### src/rtl/regfile_pkg.sv
// Shared widths and types for the RISC-V integer register file.
// Imported by the register file and by stages that carry register selects.
package regfile_pkg;

  localparam int DATA_W   = 32;
  localparam int ADDR_W   = 4;
  localparam int NUM_REGS = 16;

  localparam logic [ADDR_W-1:0] ZERO_REG = 4'd0;

  typedef logic [ADDR_W-1:0] reg_addr_t;
  typedef logic [DATA_W-1:0] reg_data_t;

endpackage

### src/rtl/register_file.sv
// 16 x 32 register file: two combinational reads, one clocked write.
// Register 0 always reads zero and ignores writes.
module register_file
  import regfile_pkg::*;
(
  input  logic              clk,
  input  logic              reset,
  input  logic [ADDR_W-1:0] Rs,
  input  logic [ADDR_W-1:0] Rt,
  input  logic [ADDR_W-1:0] Rd,
  input  logic [DATA_W-1:0] write_value,
  input  logic              regwrite,
  output logic [DATA_W-1:0] read_value1,
  output logic [DATA_W-1:0] read_value2
);

  reg_data_t regs [NUM_REGS];

  logic we;
  assign we = regwrite && (Rd != ZERO_REG);

  always_ff @(posedge clk or negedge reset) begin
    if (!reset) begin
      for (int i = 0; i < NUM_REGS; i++)
        regs[i] <= '0;
    end else if (we) begin
      regs[Rd] <= write_value;
    end
  end

  // No bypass: a same-cycle write shows up only after the edge.
  always_comb begin
    read_value1 = '0;
    read_value2 = '0;
    if (Rs != ZERO_REG)
      read_value1 = regs[Rs];
    if (Rt != ZERO_REG)
      read_value2 = regs[Rt];
  end

endmodule

### config.mk
export PLATFORM = sky130hd
export DESIGN_NAME = register_file
export DESIGN_NICKNAME = d
export VERILOG_FILES = /design/src/rtl/regfile_pkg.sv /design/src/rtl/register_file.sv
export SDC_FILE = /design/constraint.sdc
export NUM_CORES = 1
export LEC_CHECK = 0
export CAP_MARGIN = 20
export CORE_ASPECT_RATIO = 0.5
export CORE_MARGIN = 2
export CORE_UTILIZATION = 30
export CTS_BUF_LIST = sky130_fd_sc_hd__clkbuf_8
export CTS_CLUSTER_DIAMETER = 150
export DETAILED_ROUTE_END_ITERATION = 7
export PLACE_DENSITY = 0.46
export SYNTH_ARGS = -nofsm -noshare
export SYNTH_HDL_FRONTEND = slang
export SYNTH_SLANG_ARGS = --single-unit
### constraint.sdc
create_clock -name clk -period 2.5 [get_ports clk]
set_clock_uncertainty 0.1 [all_clocks]
set_input_delay 0.375 -clock clk [delete_from_list [all_inputs] [get_ports clk]]
set_output_delay 0.375 -clock clk [all_outputs]
set_load 0.01 [all_outputs]
==> results.tsv, run 1 <==
stage	metric	value	unit
logic_synthesis	Mean Syn Cell Area	14.4	um^2
worst_hold_path	Hold Crit Class	flip-flop to flip-flop	
timing	final critical-path share of the clock period	110	%
logic_synthesis	Post-synth top cells	mux2_2 (514), dfrtp_1 (481), mux4_2 (159), mux2i_1 (101), clkbuf_1 (91)	
routing	length of routed wiring on met1	40400	um
clocking	CTS max path bufs	3	
pwr	Worst IR Drop VDD	0.000391	V
grt	total gr overflow	0	
timing	setup slack after layout	-0.255	ns
place	PortBufs	110	
clocking	clk slew on worst S/H paths	0.06	ns
logic_synthesis	mux contribution to synthesized area	40.8	%
logic_synthesis	syn nets	1834	
logic_synthesis	Post-Syn Area	25700	um^2
cells_and_area	biggest regs	regs (481)	
floorplanning	Starting Density	30.5	%
critical_path	CP required	2.03	ns
clocking	latest clock arrival within the worst-skew pair	0.70	ns
grt	vias in the first global route	18300	
critical_path	Max Fanout on Critical Path	3	
worst_hold_path	Hold Path Origin	regs[510]	
logic_synthesis	asr flop ratio synth	100	%
clocking	CTS buffer count	80	
routing	Detail Route Antenna Nets	0	
routing	vias per cell	5.34	
logic_synthesis	Ys Warns	0	
logic_synthesis	synthesized instance count	1787	
place	HPWL Detailed	52600	um
cells_and_area	Filler Cells Inserted	8009	
routing	DR WL met2	37400	um
floorplanning	die area	88100	um^2
pwr	P_leak	13.5	nW
timing	RSZ-0062 raised after global routing	yes	
run	max_cap viols	0	
clocking	clk sinks	481	
floorplanning	Site Rows	75	
logic_synthesis	top cells by area, synth	dfrtp_1 (47%), mux2_2 (23%), mux4_2 (14%), mux2i_1 (3.9%), a221o_1 (1.6%)	
logic_synthesis	top cell type's share of synthesized area	46.9	%
grt	Tot GR Track Use	18.9	%
critical_path	Critical path origin	regs[179]	
floorplanning	DIE HEIGHT	211	um
cells_and_area	nets@finish	2100	
routing	routed len/inst	25.5	um
critical_path	startpoint types	flip-flop	
grt	largest net degree at the start of global routing	66	
logic_synthesis	Synth Area in XOR/XNOR	0	%
routing	routed vias	17300	
cells_and_area	share of cells above drive strength 1	59.4	%
routing	met3 wire len	2830	um
timing	worst-margin pin slew	0.713	ns
clocking	CTS tree	built	
logic_synthesis	Seq/Total Area, Yosys	46.9	%
cells_and_area	Largest register FFs	481	
cells_and_area	final design utilization	38.3	%
pwr	Pwr Density	763	nW/um^2
logic_synthesis	largest family of logic cells by synthesized area	multiplexers	
routing	drt first pass iters	5	
logic_synthesis	Compound-Gate Fraction of Synth Area	5.35	%
timing	Final Setup Violations	54	
clocking	CTS root buf	clkbuf_8	
floorplanning	Core Box Area	84300	um^2
timing	Final Max Slew Viols	0	
floorplanning	Die Wd	418	um
routing	Iter 0 DRT Violations	1038	
timing	fin crit period	2.75	ns
pwr	total power draw	24.6	mW
cells_and_area	area grow syn2layout	25.7	%
logic_synthesis	Seq cells post-synth	481	
floorplanning	I/O Pins	111	
critical_path	crit end category	output pin	
clocking	htree depth	3	
status	failing checks	setup timing	
logic_synthesis	Simple-Gate Fraction of Synth Area	3.28	%
place	Final GP Congestion	0.770	
status	status	finished with violations	
timing	Slew headroom	52.4	%
routing	highest metal used	met4	
logic_synthesis	most common flop cell mapped by yosys	dfrtp_1	
logic_synthesis	count leader, synth	mux2_2	
cells_and_area	Reg with most FFs	regs	
grt	first-pass GRT wire length	124000	um
routing	DRC viols	0	
routing	final WL	82400	um
timing	final hold vios	0	
timing	fmax	363	MHz
critical_path	WS Path Type	flip-flop to output pin	
logic_synthesis	post-synth top area cell	dfrtp_1	
logic_synthesis	Synth Area in Adders	0	%
logic_synthesis	Synth cell types	36	
critical_path	CP arrival	2.28	ns
logic_synthesis	Post-synth EDFFs	0	
critical_path	r2r startpoint	regs[183]	
grt	initial antenna violation count	2	
==> per-stage QoR <==
| step | setup TNS (ns) | setup slack (ns) | hold slack [ns] | cell area, um^2 | instances |
|---|---|---|---|---|---|
| after detailed placement | -23.35 | -0.567 | 0.208 | 29700 | 3030 |
| after global placement | -23.80 | -0.641 | 0.203 | 29700 | 3030 |
| after global routing | -15.18 | -0.379 | 0.293 | 32300 | 3229 |
| final | -7.31 | -0.255 | 0.281 | 32300 | 3229 |
| after CTS | -12.28 | -0.339 | 0.281 | 31900 | 3217 |
| after floorplan | 0 | 0.167 | -0.0206 | 25700 | 1787 |
==> layout make-up <==
type                            count  area (um^2)  share of cell area [%]
Inverter                            1         3.75                  0.0116
Clock buffer                      103         1420                    4.39
Timing Repair Buffer              372         3730                    11.6
Antenna cell                        3         7.51                  0.0233
Sequential cell                   481        12000                    37.3
Multi-Input combinational cell   1117        13500                    41.9
Tap cell                         1116         1400                    4.33
Clock inverter                     36          155                   0.481
==> critical path: stages (launching register included) <==
cell and delay [ns]:
dfrtp_1 0.40, mux4_2 0.47, nor2b_2 0.13, nor3_2 0.04
a221o_1 0.35, buf_2 0.17
==> kinds of logic after synthesis <==
logic type | count (synthesis)
multiplexers | 782
AND/OR/NAND/NOR | 161
AO/OA/AOI/OAI | 174
buffers and inverters | 189
flip-flops | 481
==> worst paths after layout <==
kind	endpoint	slack, ns	depth (start not counted)
max reg2reg	regs[183]	1.40	3
min	regs[510]	0.28	0
min reg2reg	regs[510]	0.28	0
min in group asynchronous	regs[406]	0.56	3
max	read_value2[19]	-0.25	5
max in group asynchronous	regs[55]	0.46	4
==> layout by cell type (no fill, tap or decap), drive strengths merged, types with 3 or more instances in the layout <==
cell type / n
a2111oi: 20
a21oi: 23
a221o: 42
a221oi: 31
a22oi: 12
a31oi: 21
buf: 331
clkbuf: 104
clkdlybuf4s50: 37
clkinv: 6
dfrtp: 481
diode: 3
dlygate4sd3: 3
inv: 29
mux2: 522
mux2i: 101
mux4: 159
nand2: 26
nand2b: 25
nand3b: 4
nor2: 30
nor2b: 35
nor3: 31
o22ai: 21
or3: 3
==> what timing repair did <==
item                                    in CTS  in global routing
gates resized for setup                    386                 61
pin swaps                                   61                 25
endpoints found under the hold margin      373                  0
buffers inserted                            47                 11
hold buffers                                 3                  0
endpoints found under the setup margin      64                 64
==> where the power goes <==
group	switching, mW	internal, mW	total (mW)
registers	1.38	9.61	11.0
clock network	3.46	3.68	7.13
logic	2.49	4.01	6.50
total	7.32	17.3	24.6
==> metal layers <==
layer	global-route usage, %	vias to the layer above
met2	29.1	350
met5	0	-
met4	5.35	0
met1	27.6	9341
li1	-	7459
met3	2.96	109
No activity file was read; power rests on OpenSTA's default activity.
==> run 2, diff against run 1 <==
Settings changed: CTS_BUF_LIST sky130_fd_sc_hd__clkbuf_8 to unset.
==> run 2 against run 1 <==
  * The flow still finishes with violations (setup timing)
  * Total power rose by 4.0%
  * Cell area rose by 0.46%
  * First-iteration DRC count fell by 2.9%
  * Worst hold slack got worse by 0.11 ns
  * Wire length fell by 0.92%
  * Critical path depth did not move
  * Setup slack improved by 0.092 ns
  * Final cell count fell by 1.4%
  * Combinational power barely moved
  * Largest cell class unchanged
==> results.tsv, run 2 (same netlist as run 1, synthesis figures left out) <==
stage	metric	value	unit
clocking	htree depth	2	
critical_path	Critical path origin	regs[179]	
timing	Final Setup Violations	35	
timing	final hold vios	0	
critical_path	r2r startpoint	regs[128]	
cells_and_area	diode count	0	
pwr	clock share of power	31.9	%
grt	met3 Use GR	2.59	%
grt	Tot GR Track Use	18.7	%
cells_and_area	nets@finish	2072	
clocking	CTS max path bufs	3	
grt	initial antenna violation count	0	
critical_path	R2R depth	3	
critical_path	crit-path leading delay family	multiplexers	
routing	Iter 0 DRT Violations	1008	
critical_path	worst stage delay on the critical path	0.47	ns
critical_path	startpoint types	flip-flop	
routing	vias per cell	5.34	
timing	worst-margin pin slew	0.594	ns
cells_and_area	Largest register FFs	481	
routing	routed vias	17000	
critical_path	CP required	2.03	ns
place	Placed Cells	3030	
timing	RSZ-0062 raised after global routing	yes	
timing	WHS	0.166	ns
grt	gr busiest metal	met2	
clocking	latest clock arrival within the worst-skew pair	0.59	ns
floorplanning	Die Wd	418	um
routing	drt first pass iters	5	
timing	Final Max Slew Viols	0	
clocking	clk slew on worst S/H paths	0.06	ns
cells_and_area	final non-filler cell total	3184	
floorplanning	Starting Density	30.5	%
cells_and_area	cell area after layout	32400	um^2
grt	grt met1 use	27.4	%
pwr	P_sw	7.23	mW
clocking	CTS root buf	clkbuf_16	
critical_path	CP arrival	2.19	ns
pwr	Combinational Power Share	25.3	%
cells_and_area	area grow syn2layout	26.3	%
timing	Slew headroom	60.3	%
critical_path	Max Fanout on Critical Path	3	
routing	final WL	81600	um
cells_and_area	Reg with most FFs	regs	
run	max_cap viols	0	
pwr	Switching Share	28.2	%
timing	Total Neg Setup Slack	-2.80	ns
grt	largest net degree at the start of global routing	66	
grt	first-pass GRT wire length	123000	um
routing	Detail Route Antenna Nets	0	
critical_path	slowest CP cell	mux4_2	
critical_path	CP bufs+invs	1	
critical_path	FF-to-FF End	regs[128]	
status	status	finished with violations	
cells_and_area	Filler Cells Inserted	8004	
clocking	CTS tree	built	
cells_and_area	biggest regs	regs (481)	
pwr	Pwr Density	790	nW/um^2
floorplanning	Core Box Area	84300	um^2
worst_hold_path	Hold Crit Class	input pin to async pin	
status	failing checks	setup timing	
cells_and_area	share of cells above drive strength 1	59.2	%
place	Cell Area, Placed	29700	um^2
place	PortBufs	110	
place	HPWL Detailed	52600	um
pwr	P_leak	13.5	nW
place	Final GP Congestion	0.770	
critical_path	WS Path Type	flip-flop to output pin	
clocking	clk sinks	481	
timing	final critical-path share of the clock period	106	%
floorplanning	I/O Pins	111	
routing	routed len/inst	25.6	um
critical_path	crit-path cells	mux4_2 -> nor2b_2 -> nor3_2 -> a221o_1 -> buf_2	
pwr	Flop pwr share	42.9	%
routing	DRC viols	0	
floorplanning	die area	88100	um^2
grt	met2 global-route usage	29.3	%
grt	vias in the first global route	18100	
critical_path	R2R setup slack	1.39	ns
grt	total gr overflow	0	
timing	fmax	376	MHz
floorplanning	DIE HEIGHT	211	um
clocking	CTS buffer count	51	
floorplanning	Site Rows	75	
pwr	total power draw	25.6	mW
timing	setup slack after layout	-0.162	ns
critical_path	crit end category	output pin	
cells_and_area	commonest non-fill, non-tap cell in the layout	mux2_2	
pwr	Int Power	18.4	mW
cells_and_area	most frequent cells in the layout	mux2_2 (512), dfrtp_1 (481), buf_4 (185)	
pwr	Worst IR Drop VDD	0.000541	V
timing	fin crit period	2.66	ns
-- run 2: layout make-up --
type | instances | area [um^2] | area share (%)
multi-input cells | 1117 | 13500 | 41.6
clock inverters | 18 | 260 | 0.803
repair buffers | 373 | 3730 | 11.5
inverters | 1 | 3.75 | 0.0116
flip-flops and latches | 481 | 12000 | 37.1
well taps | 1116 | 1400 | 4.31
clock buffers | 78 | 1510 | 4.65
-- run 2: repair_timing --
action	CTS	global route
cloned	0	0
pin swaps	59	31
hold endpoints to repair	312	0
resized for setup	371	65
hold buffers	1	0
endpoints found under the setup margin	64	59
setup buffers	44	15
-- run 2: worst max path at each step --
stage          cells past startpoint               to
4_1_cts                            5  read_value2[30]
3_5_place_dp                       7  read_value1[10]
3_3_place_gp                       7  read_value1[10]
6_report                           5  read_value2[19]
2_1_floorplan                      6   read_value2[0]
5_1_grt                            5  read_value2[19]
-- run 2: metal layers --
metal | wire length [um] | vias to the layer above
met3 | 2960 | 111
met5 | 0 | -
met1 | 39800 | 9189
met4 | 1580 | 0
met2 | 37300 | 318
li1 | - | 7387
-- run 2: stage by stage --
step / util, % / worst slack, ns
finish: 38.5 / -0.162
global placement: 35.2 / -0.641
global route: 38.5 / -0.243
floorplan: - / 0.167
detailed placement: 35.2 / -0.567
CTS: 38.0 / -0.219
-- run 2: power groups by stage --
stage / registers, mW / clock network, mW / logic [mW]
floorplan: 10.6 / 0 / 4.20
global placement: 11.1 / 0 / 5.87
CTS: 10.9 / 8.38 / 6.29
global route: 11.2 / 8.71 / 6.99
finish: 11.0 / 8.16 / 6.47
detailed placement: 11.1 / 0 / 5.95
==> run 3, diff against run 2 <==
Settings changed: PLACE_DENSITY 0.46 to unset, PLACE_DENSITY_LB_ADDON set to 0.05.
==> run 3 against run 2 <==
  * The run still ends with setup timing left
  * Total power up 0.18%
  * Combinational power is 4.5% higher
  * Non-clock buffer count decreased by 8
  * Sequential cell count unchanged
  * Fmax grew 1.5%
  * Setup slack better by 0.040 ns
  * Worst hold slack improved by 0.086 ns
  * First-iteration DRC count shrank 0.20%
  * Sequential share of layout area down 0.24 points
  * Final cell count is 0.41% lower
  * Critical path type unchanged
  * Largest power group unchanged
==> results.tsv, run 3 (same netlist as run 1, synthesis figures left out) <==
stage	metric	value	unit
status	status	finished with violations	
status	failing checks	setup timing	
critical_path	R2R depth	3	
critical_path	FF-to-FF End	regs[135]	
critical_path	Max Fanout on Critical Path	3	
cells_and_area	Largest register FFs	481	
clocking	htree depth	2	
critical_path	CP required	2.03	ns
routing	final WL	88000	um
clocking	clk slew on worst S/H paths	0.06	ns
timing	final critical-path share of the clock period	105	%
cells_and_area	final design utilization	38.7	%
routing	routed len/inst	27.8	um
timing	worst-margin pin slew	0.613	ns
floorplanning	I/O Pins	111	
cells_and_area	final non-filler cell total	3171	
routing	length of routed wiring on met1	40200	um
cells_and_area	biggest regs	regs (481)	
cells_and_area	area grow syn2layout	27.1	%
clocking	CTS root buf	clkbuf_16	
cells_and_area	commonest non-fill, non-tap cell in the layout	mux2_2	
timing	final hold vios	0	
grt	first-pass GRT wire length	130000	um
cells_and_area	nets@finish	2064	
cells_and_area	Reg with most FFs	regs	
pwr	Worst IR Drop VDD	0.000382	V
timing	Final Max Slew Viols	0	
clocking	CTS max path bufs	3	
run	max_cap viols	0	
routing	vias per cell	5.45	
routing	Iter 0 DRT Violations	1006	
grt	largest net degree at the start of global routing	80	
clocking	latest clock arrival within the worst-skew pair	0.60	ns
cells_and_area	share of cells above drive strength 1	61.0	%
timing	Slew headroom	59.0	%
routing	Detail Route Antenna Nets	0	
timing	Final Setup Violations	33	
timing	setup slack after layout	-0.122	ns
clocking	CTS buffer count	51	
place	HPWL Detailed	56500	um
routing	drt first pass iters	4	
critical_path	startpoint types	flip-flop	
cells_and_area	Filler Cells Inserted	7824	
worst_hold_path	Hold Crit Class	input pin to async pin	
clocking	clk sinks	481	
critical_path	CP arrival	2.15	ns
grt	Tot GR Track Use	20.0	%
place	Placed Cells	3015	
cells_and_area	area occupied by registers	12000	um^2
critical_path	WS Path Type	flip-flop to output pin	
pwr	Pwr Density	786	nW/um^2
timing	RSZ-0062 raised after global routing	yes	
timing	fin crit period	2.62	ns
floorplanning	DIE HEIGHT	211	um
critical_path	r2r startpoint	regs[135]	
grt	initial antenna violation count	0	
critical_path	crit end category	output pin	
floorplanning	Site Rows	75	
routing	highest metal used	met4	
grt	total gr overflow	0	
cells_and_area	multi-input logic area	13800	um^2
pwr	P_leak	13.5	nW
timing	fmax	381	MHz
place	PortBufs	110	
floorplanning	die area	88100	um^2
routing	met3 wire len	3000	um
routing	DRC viols	0	
grt	vias in the first global route	19100	
floorplanning	Core Box Area	84300	um^2
critical_path	R2R setup slack	1.39	ns
cells_and_area	most frequent cells in the layout	mux2_2 (506), dfrtp_1 (481), buf_4 (174)	
routing	DR WL met2	42400	um
place	Final GP Congestion	0.769	
clocking	CTS tree	built	
floorplanning	Starting Density	30.5	%
routing	routed vias	17300	
floorplanning	Die Wd	418	um
-- run 3: timing repair --
action,4_1_cts,5_1_grt
hold endpoints to repair,34,0
gates cloned,1,0
setup buffers,50,17
hold buffers,1,0
endpoints found under the setup margin,64,61
resized for setup,388,102
pin swaps,57,40
-- run 3: layout make-up --
cell class                 instances  area share (%)
timing repair buffer             365            11.5
multi-input combinational       1117            42.2
tap                             1116            4.28
clock inverter                    13           0.360
sequential                       481            36.9
antenna                            1         0.00767
inverter                           1          0.0115
clock buffer                      77            4.83
-- run 3: metal layers --
layer,up-vias,global-route usage (%)
met4,0,6.21
met2,316,33.2
met5,-,0
li1,7365,-
met1,9468,26.8
met3,148,3.26
-- run 3: worst max-delay path by stage --
stage,start,to,slack [ns],depth (start not counted)
finish,regs[183],read_value2[23],-0.12,5
global route,regs[183],read_value2[23],-0.20,5
global placement,Rs[3],read_value1[25],-0.76,8
floorplan,Rt[1],read_value2[0],0.17,6
detailed placement,Rs[3],read_value1[25],-0.78,8
CTS,regs[165],read_value2[5],-0.17,5
-- run 3: where the power goes --
part,switching (mW),internal [mW]
sequential,1.43,9.61
clock,3.33,4.53
combinational,2.63,4.13
total,7.40,18.3
-- run 3: through the flow --
stage / power, mW / setup TNS [ns] / instance area [um^2] / hold slack (ns) / worst slack [ns]
floorplan: 14.8 / 0 / 25700 / -0.0206 / 0.167
global placement: 16.9 / -23.23 / 29600 / 0.272 / -0.762
detailed placement: 17.2 / -22.74 / 29600 / 0.275 / -0.777
CTS: 25.6 / -4.45 / 32000 / 0.221 / -0.171
global route: 27.0 / -6.71 / 32600 / 0.256 / -0.201
finish: 25.7 / -2.25 / 32600 / 0.252 / -0.122
-- run 3: critical path, stage by stage, from the launching register on --
cell	delay, ns
dfrtp_1	0.42
mux4_2	0.49
nor2b_2	0.14
nor3_2	0.05
a221o_1	0.30
buf_6	0.13
